--- src/rtl/alu_muldiv_seq_pkg.sv ---
// Shared encodings for the multiply/divide sequencer and the datapath that hosts its ALU.
package alu_muldiv_seq_pkg;

  localparam logic [2:0] ALU_ADD = 3'b000;
  localparam logic [2:0] ALU_SUB = 3'b001;
  localparam logic [2:0] ALU_CLR = 3'b111;

  localparam logic OP_MUL = 1'b0;
  localparam logic OP_DIV = 1'b1;

  typedef enum logic [1:0] {
    IDLE = 2'd0,
    RUN  = 2'd1,
    DONE = 2'd2
  } state_t;

endpackage

--- src/rtl/alu_muldiv_seq.sv ---
// Iterative unsigned shift-add multiply / restoring divide, one step per cycle through the external ALU.
// W+1 cycles from accepted start to done; start is ignored outside IDLE.
module alu_muldiv_seq
  import alu_muldiv_seq_pkg::*;
#(
  parameter int W  = 32,
  parameter int CW = $clog2(W)
) (
  input  logic         clk,
  input  logic         rst_n,
  input  logic         start,
  input  logic         op,
  input  logic [W-1:0] opa,
  input  logic [W-1:0] opb,
  output logic         busy,
  output logic         done,
  output logic [W-1:0] res_hi,
  output logic [W-1:0] res_lo,
  output logic         div_by_zero,
  output logic [W-1:0] alu_a,
  output logic [W-1:0] alu_b,
  output logic [2:0]   alu_control,
  input  logic [W-1:0] alu_out,
  input  logic         alu_c
);

  state_t        state, state_nxt;
  logic          op_q;
  logic [W-1:0]  hi, lo, d;
  logic [CW-1:0] cnt;
  logic          last;
  logic          sub_ok;
  logic          accept;

  assign last   = (cnt == CW'(W-1));
  assign accept = (state == IDLE) && start;
  // The bit shifted out of hi makes the shifted remainder >= 2^W, so it always exceeds D.
  assign sub_ok = hi[W-1] | alu_c;

  assign res_hi = hi;
  assign res_lo = lo;

  always_ff @(posedge clk or negedge rst_n) begin
    if (!rst_n) state <= IDLE;
    else        state <= state_nxt;
  end

  always_comb begin
    state_nxt = state;
    case (state)
      IDLE: if (start) state_nxt = (op == OP_DIV && opb == '0) ? DONE : RUN;
      RUN:  if (last)  state_nxt = DONE;
      DONE:            state_nxt = IDLE;
      default:         state_nxt = IDLE;
    endcase
  end

  always_comb begin
    busy        = (state == RUN);
    done        = (state == DONE);
    alu_control = ALU_CLR;
    alu_a       = '0;
    alu_b       = '0;
    if (state == RUN) begin
      if (op_q == OP_MUL) begin
        alu_control = ALU_ADD;
        alu_a       = hi;
        alu_b       = lo[0] ? d : '0;
      end else begin
        alu_control = ALU_SUB;
        alu_a       = {hi[W-2:0], lo[W-1]};
        alu_b       = d;
      end
    end
  end

  always_ff @(posedge clk or negedge rst_n) begin
    if (!rst_n) begin
      op_q        <= OP_MUL;
      hi          <= '0;
      lo          <= '0;
      d           <= '0;
      cnt         <= '0;
      div_by_zero <= 1'b0;
    end else if (accept) begin
      op_q        <= op;
      d           <= opb;
      cnt         <= '0;
      if (op == OP_DIV && opb == '0) begin
        hi          <= opa;
        lo          <= '1;
        div_by_zero <= 1'b1;
      end else begin
        hi          <= '0;
        lo          <= opa;
        div_by_zero <= 1'b0;
      end
    end else if (state == RUN) begin
      cnt <= cnt + CW'(1);
      if (op_q == OP_MUL) begin
        hi <= {alu_c, alu_out[W-1:1]};
        lo <= {alu_out[0], lo[W-1:1]};
      end else if (sub_ok) begin
        hi <= alu_out;
        lo <= {lo[W-2:0], 1'b1};
      end else begin
        hi <= {hi[W-2:0], lo[W-1]};
        lo <= {lo[W-2:0], 1'b0};
      end
    end
  end

endmodule

--- config.mk ---
export PLATFORM = sky130hd
export DESIGN_NAME = alu_muldiv_seq
export DESIGN_NICKNAME = d
export VERILOG_FILES = /design/src/rtl/alu_muldiv_seq_pkg.sv /design/src/rtl/alu_muldiv_seq.sv
export SDC_FILE = /design/constraint.sdc
export NUM_CORES = 1
export LEC_CHECK = 0
export BUFFER_PORTS_ARGS = -buffer_cell sky130_fd_sc_hd__buf_2
export CORE_ASPECT_RATIO = 0.8
export CORE_MARGIN = 2
export CORE_UTILIZATION = 45
export DETAILED_ROUTE_END_ITERATION = 7
export PLACE_DENSITY = 0.72
export SLEW_MARGIN = 20
export SYNTH_ARGS = -nofsm -noshare
export SYNTH_HDL_FRONTEND = slang
export SYNTH_SLANG_ARGS = --single-unit
--- constraint.sdc ---
create_clock -name clk -period 1.9 [get_ports clk]
set_clock_uncertainty 0.05 [all_clocks]
set_input_delay 0.285 -clock clk [delete_from_list [all_inputs] [get_ports clk]]
set_output_delay 0.285 -clock clk [all_outputs]
set_load 0.05 [all_outputs]
## Word level (Yosys, flattened, before mapping)

Index checks and enable logic that the tools add are counted.

- Bitwise logic cells: 1
- Equality and inequality tests: 5
- Multiplexer cells: 24
- Add/sub/neg operators: 1
- Reduce and logical (&&, ||, !) cells: 6

Operators with widths:

| cell | count |
|---|---|
| $mux W32 | 14 |
| $logic_not A32 Y1 | 1 |
| $mux W5 | 2 |
| $mux W2 | 3 |
| $add A5 B1 Y5 const B | 1 |
| $eq A5 B5 Y1 const B | 1 |
| $pmux W2 S2 | 1 |
| $mux W1 | 3 |
| $mux W3 | 1 |
| $eq A2 B1 Y1 const B | 1 |
| $eq A2 B2 Y1 const B | 1 |
| $logic_and A1 B1 Y1 | 2 |
| $logic_not A2 Y1 | 1 |
| $ne A2 B1 Y1 const B | 1 |
| $ne A2 B2 Y1 const B | 1 |
| $reduce_and A2 Y1 | 1 |
| $reduce_bool A2 Y1 | 1 |
| $or A1 B1 Y1 | 1 |

- Output and inout port bits: 134
- Input port bits: 101
- Bits in registers: 105
- Word-level logic and storage cells: 44

## Depth between registers and ports, before layout

- Depth in word-level cells: 5
- Gate-level depth with buffers: 6
- Mapped depth without buffers: 5

## Worst setup path before layout

No wires, ideal clock.

- Path type: reg-to-output
- From: reg state[1]
- To: out alu_a[22]
- Path slack: -0.453 ns
- Data required time: 1.565 ns
- Path buffers: 2
- Stages on the path, launching flop included: 5
- Arrival: 2.018 ns
- Cell sequence: dfrtp_1 nand2b_1 clkbuf_1 clkbuf_1 nor2_1

- Cells in the longest elaborated chain, start to end: 2

RTL lines:

| element | line | RTL |
|---|---|---|
| from (decl) | alu_muldiv_seq.sv:27 | `state_t state, state_nxt;` |
| from (signal assigned) | alu_muldiv_seq.sv:45 | `else state <= state_nxt;` |
| $eq A2 B1 Y1 | alu_muldiv_seq.sv:64 | `if (state == RUN) begin` |
| $mux W32 | alu_muldiv_seq.sv:64 |  |
| to (decl) | alu_muldiv_seq.sv:20 | `output logic [W-1:0] alu_a,` |

Every way passes these cells.

## Final worst setup path

- From: reg op_q
- To: out alu_a[6]

- Cells in the longest elaborated chain, start to end: 2

RTL lines:

| element | line | RTL |
|---|---|---|
| from (decl) | alu_muldiv_seq.sv:28 | `logic op_q;` |
| from (signal assigned) | alu_muldiv_seq.sv:86 | `op_q <= op;` |
| $mux W32 | alu_muldiv_seq.sv:65 | `if (op_q == OP_MUL) begin` |
| $mux W32 | alu_muldiv_seq.sv:64 |  |

Every way passes these cells.

==> summary.md <==
| Metric | Value |
|---|---|
| Critical Path Source Type | flip-flop |
| Routed met3 length | 2.07 mm |
| Result of the run | finished, violations left |
| Count of antenna diodes in the layout | 0 |
| Worst-case setup margin in the final layout | -0.0815 ns |
| Average instance area after synthesis | 9.09 um2 |
| Warning count from the yosys run | 0 |
| Main combinational cell family by area after synthesis | simple AND/OR/NAND/NOR gates |
| Clock root buffer | sky130_fd_sc_hd__clkbuf_16 |
| Final Hold Fails | 0 |
| Num CTS Buffers | 9 |
| Initial antenna violation count | 0 |
| Pre-antenna DRT Iters | 5 |
| Multiplexer share of the synthesized area | 13.4% |
| Setup slack, reg-to-reg | 0.07 ns |
| GR Overflow Total | 0 |
| Final standard cell count with taps included and fillers excluded | 1215 |
| Worst Path Required | 1.56 ns |
| Number of nets still failing antenna checks after routing | 0 |
| Post-DP HPWL | 15.5 mm |
| Clock transition at the register clock pins on the worst setup and hold paths after CTS | 0.07 ns |
| Xor and xnor fraction of the mapped netlist area | 0% |
| Port Buffer Count | 234 |
| Worst setup path endpoint | alu_a[6] |
| Drt wl/cell | 19.2 um |
| Area leader, netlist | sky130_fd_sc_hd__dfrtp_1 |
| Met2 layer wire length in the routed design | 10.5 mm |
| Max Fanout on Critical Path | 13 |
| Final count of negative-setup-slack endpoints | 62 |
| Path class of the lowest-slack min-delay path | in -> reg |
| Via count normalized by instance count | 5.68 |
| # rows | 41 |
| Maximum level of the CTS H-tree | 3 |
| Nature of the critical path endpoint | output pin |
| Share of synthesized cell area in full adder, half adder and majority cells | 0.353% |
| Count of mapped cells out of synthesis | 781 |
| Final Wtd Congestion | 0.878 |
| Setup repair after global routing missed its margin | yes |
| Final Slew Violations | 0 |
| Sequential fraction of the synthesis area | 37.0% |
| Net count after synthesis | 884 |
| Utilization after layout | 64.5% |
| Clock latency at the later pin of the worst-skew pair | 0.36 ns |
| Number of placed I/O pins | 235 |
| TritonCTS clock tree | built |
| Count of routing violations after the opening detailed-route iteration | 598 |
| Count of fill cells added during filler insertion | 1309 |
| Die span in x | 144 um |
| Number of global-route vias before repair | 6613 |
| Worst Path Arrival | 1.65 ns |
| Buffer levels on the longest clock path | 2 |
| Number of storage elements in the synthesis netlist | 105 |
| # placed instances | 1188 |
| Endpoint of the worst register-to-register path | res_lo[9]$_DFFE_PN0P_ |
| Violated checks | negative setup slack |
| Final worst path period share | 104% |
| Layout cells sized above 1 | 51.3% |
| Maximum operating frequency | 505 MHz |
| Length of routed wiring on met1 | 10.4 mm |
| Total via count after detailed routing | 6904 |
| DIE AREA | 16800 um2 |
| Worst setup path category | reg -> out |
| Maximum number of pins on one net before global-route repair | 57 |
| Initial Util | 45.5% |
| Clock tree sinks | 105 |
| Final critical delay including setup and external delays | 1.98 ns |
| Count of unresolved DRC violations after routing | 0 |
| Fraction of synthesized cell area taken by the top area cell type | 37.0% |
| Simple-gate area share of the yosys netlist | 23.7% |
| Critical path startpoint | op_q$_DFFE_PN0P_ |
| Slew headroom | 76.3% |
| Core box area | 15600 um2 |
| Transition time at the pin with the least slew margin | 0.352 ns |
| Total number of nets in the final design | 1098 |
| Most area-consuming cells after synthesis | sky130_fd_sc_hd__dfrtp_1 37%, sky130_fd_sc_hd__mux2_2 8.9%, sky130_fd_sc_hd__nand2_1 6.5% |
| First-pass GRT wire length | 35.7 mm |
| Startpoint of the lowest-slack register-to-register path | op_q$_DFFE_PN0P_ |
| Total routed wirelength | 23.4 mm |
| Area overhead of the layout relative to synthesis | 41.8% |
| Top Metal Used | met4 |
| Post-synthesis cell type count | 42 |
| Max capacitance violation total | 0 |
| Synthesized cell area | 7100 um2 |
| Reg2reg path depth | 5 |
| Die height | 116 um |
| Global-route usage over all layers | 27.2% |
| Synthesized-area fraction occupied by ao, oa, aoi and oai cells | 19.6% |
## kinds of logic after synthesis
| family | after synthesis |
|---|---|
| muxes | 88 |
| adders and majority gates | 2 |
| AOI/OAI and AO/OA | 148 |
| buffers and inverters | 79 |
| and+or+nand+nor | 359 |
| DFF | 105 |
## how the worst min path moves through the flow
| stage | startpoint | end | cells past startpoint | slack (ns) |
|---|---|---|---|---|
| after detailed placement | rst_n | d[17]$_DFFE_PN0P_ | 1 | 0.11 |
| after CTS | opb[13] | d[13]$_DFFE_PN0P_ | 3 | 0.07 |
| after global placement | rst_n | d[17]$_DFFE_PN0P_ | 1 | 0.11 |
| after floorplan | rst_n | cnt[0]$_DFFE_PN0P_ | 0 | -0.06 |
| final | opb[29] | d[29]$_DFFE_PN0P_ | 3 | 0.08 |
| after global routing | opb[30] | d[30]$_DFFE_PN0P_ | 3 | 0.08 |
## flip-flops by register name, summed over array words and instances, names as in the netlist
| register | flops |
|---|---|
| d | 32 |
| res_lo | 32 |
| cnt | 5 |
| op_q | 1 |
| res_hi | 32 |
| state | 2 |
| div_by_zero | 1 |
## per-layer routing
| metal | track usage [%] | up-vias |
|---|---|---|
| met5 | 0 | - |
| met4 | 7.18 | 0 |
| met3 | 7.46 | 32 |
| met2 | 41.4 | 304 |
| met1 | 38.5 | 3313 |
| li1 | - | 3255 |
## synthesized netlist by cell type, drive strengths merged
cell and count:
or4 1, ha 2, nand2 124, o221a 1, nor4 5, a21o 1, nor2b 2, o21bai 1
o21ai 15, a32oi 7, nand2b 3, mux2 56, dfrtp 105, and3 4, or2 1, a211oi 58
a221oi 31, nor3b 26, nand3 26, o22ai 27, mux2i 32, buf 39, inv 1, and4 1
clkbuf 39, nand4 1, nor3 33, nor4b 1, a41o 7, and2 34, nor2 97
## critical path, cell delays in order (launching register included)
cell and delay [ns]:
sky130_fd_sc_hd__dfrtp_4 0.53, sky130_fd_sc_hd__buf_16 0.21, sky130_fd_sc_hd__mux2i_2 0.31, sky130_fd_sc_hd__nor2_4 0.04, sky130_fd_sc_hd__buf_4 0.19
## layout make-up
class | instances | area [um2] | share of cell area (%)
tap | 215 | 269 | 2.67
inverter | 1 | 8.76 | 0.0870
clock inverter | 6 | 75.1 | 0.746
clock buffer | 10 | 229 | 2.27
sequential | 105 | 2630 | 26.2
timing repair buffer | 281 | 2260 | 22.5
multi-input combinational | 597 | 4590 | 45.6
## repair_timing
| item | CTS | global route |
|---|---|---|
| hold buffers | 1 | 0 |
| endpoints found under the hold margin | 12 | 0 |
| endpoints found under the setup margin | 65 | 98 |
| gates cloned | 2 | 2 |
| resized for setup | 121 | 64 |
| buffers inserted | 2 | 4 |
| pin swaps | 0 | 2 |
## stage by stage
stage | TNS, ns | hold WS [ns] | cell area (um2) | worst slack, ns
final | -2.06 | 0.0804 | 10100 | -0.0815
after global routing | -5.54 | 0.0795 | 10100 | -0.118
after CTS | -2.27 | 0.0701 | 9680 | -0.0640
after detailed placement | 0 | 0.107 | 8900 | 0.0834
after global placement | 0 | 0.107 | 8900 | 0.107
after floorplan | -0.714 | -0.0606 | 7350 | -0.110
## cell usage in the layout (no fill, tap or decap), types with 7 or more instances in the layout
master,count
sky130_fd_sc_hd__a41o_1,7
sky130_fd_sc_hd__dfrtp_1,102
sky130_fd_sc_hd__nor2_1,62
sky130_fd_sc_hd__a32oi_1,7
sky130_fd_sc_hd__buf_6,45
sky130_fd_sc_hd__nand2_1,122
sky130_fd_sc_hd__o21ai_0,10
sky130_fd_sc_hd__o22ai_2,20
sky130_fd_sc_hd__and2_2,30
sky130_fd_sc_hd__nor2_2,9
sky130_fd_sc_hd__a211oi_1,27
sky130_fd_sc_hd__buf_12,17
sky130_fd_sc_hd__nand3_1,26
sky130_fd_sc_hd__buf_2,168
sky130_fd_sc_hd__clkbuf_16,11
sky130_fd_sc_hd__mux2_2,56
sky130_fd_sc_hd__a221oi_1,26
sky130_fd_sc_hd__buf_4,34
sky130_fd_sc_hd__mux2i_4,13
sky130_fd_sc_hd__nor2_4,26
sky130_fd_sc_hd__nor3_1,32
sky130_fd_sc_hd__o22ai_1,7
sky130_fd_sc_hd__a211oi_2,31
sky130_fd_sc_hd__nor3b_1,25
sky130_fd_sc_hd__mux2i_2,14
sky130_fd_sc_hd__buf_8,11
Power is left out: the tool's default activity adds up to more than one toggle a clock period on the data nets, which glitch-free logic cannot reach.
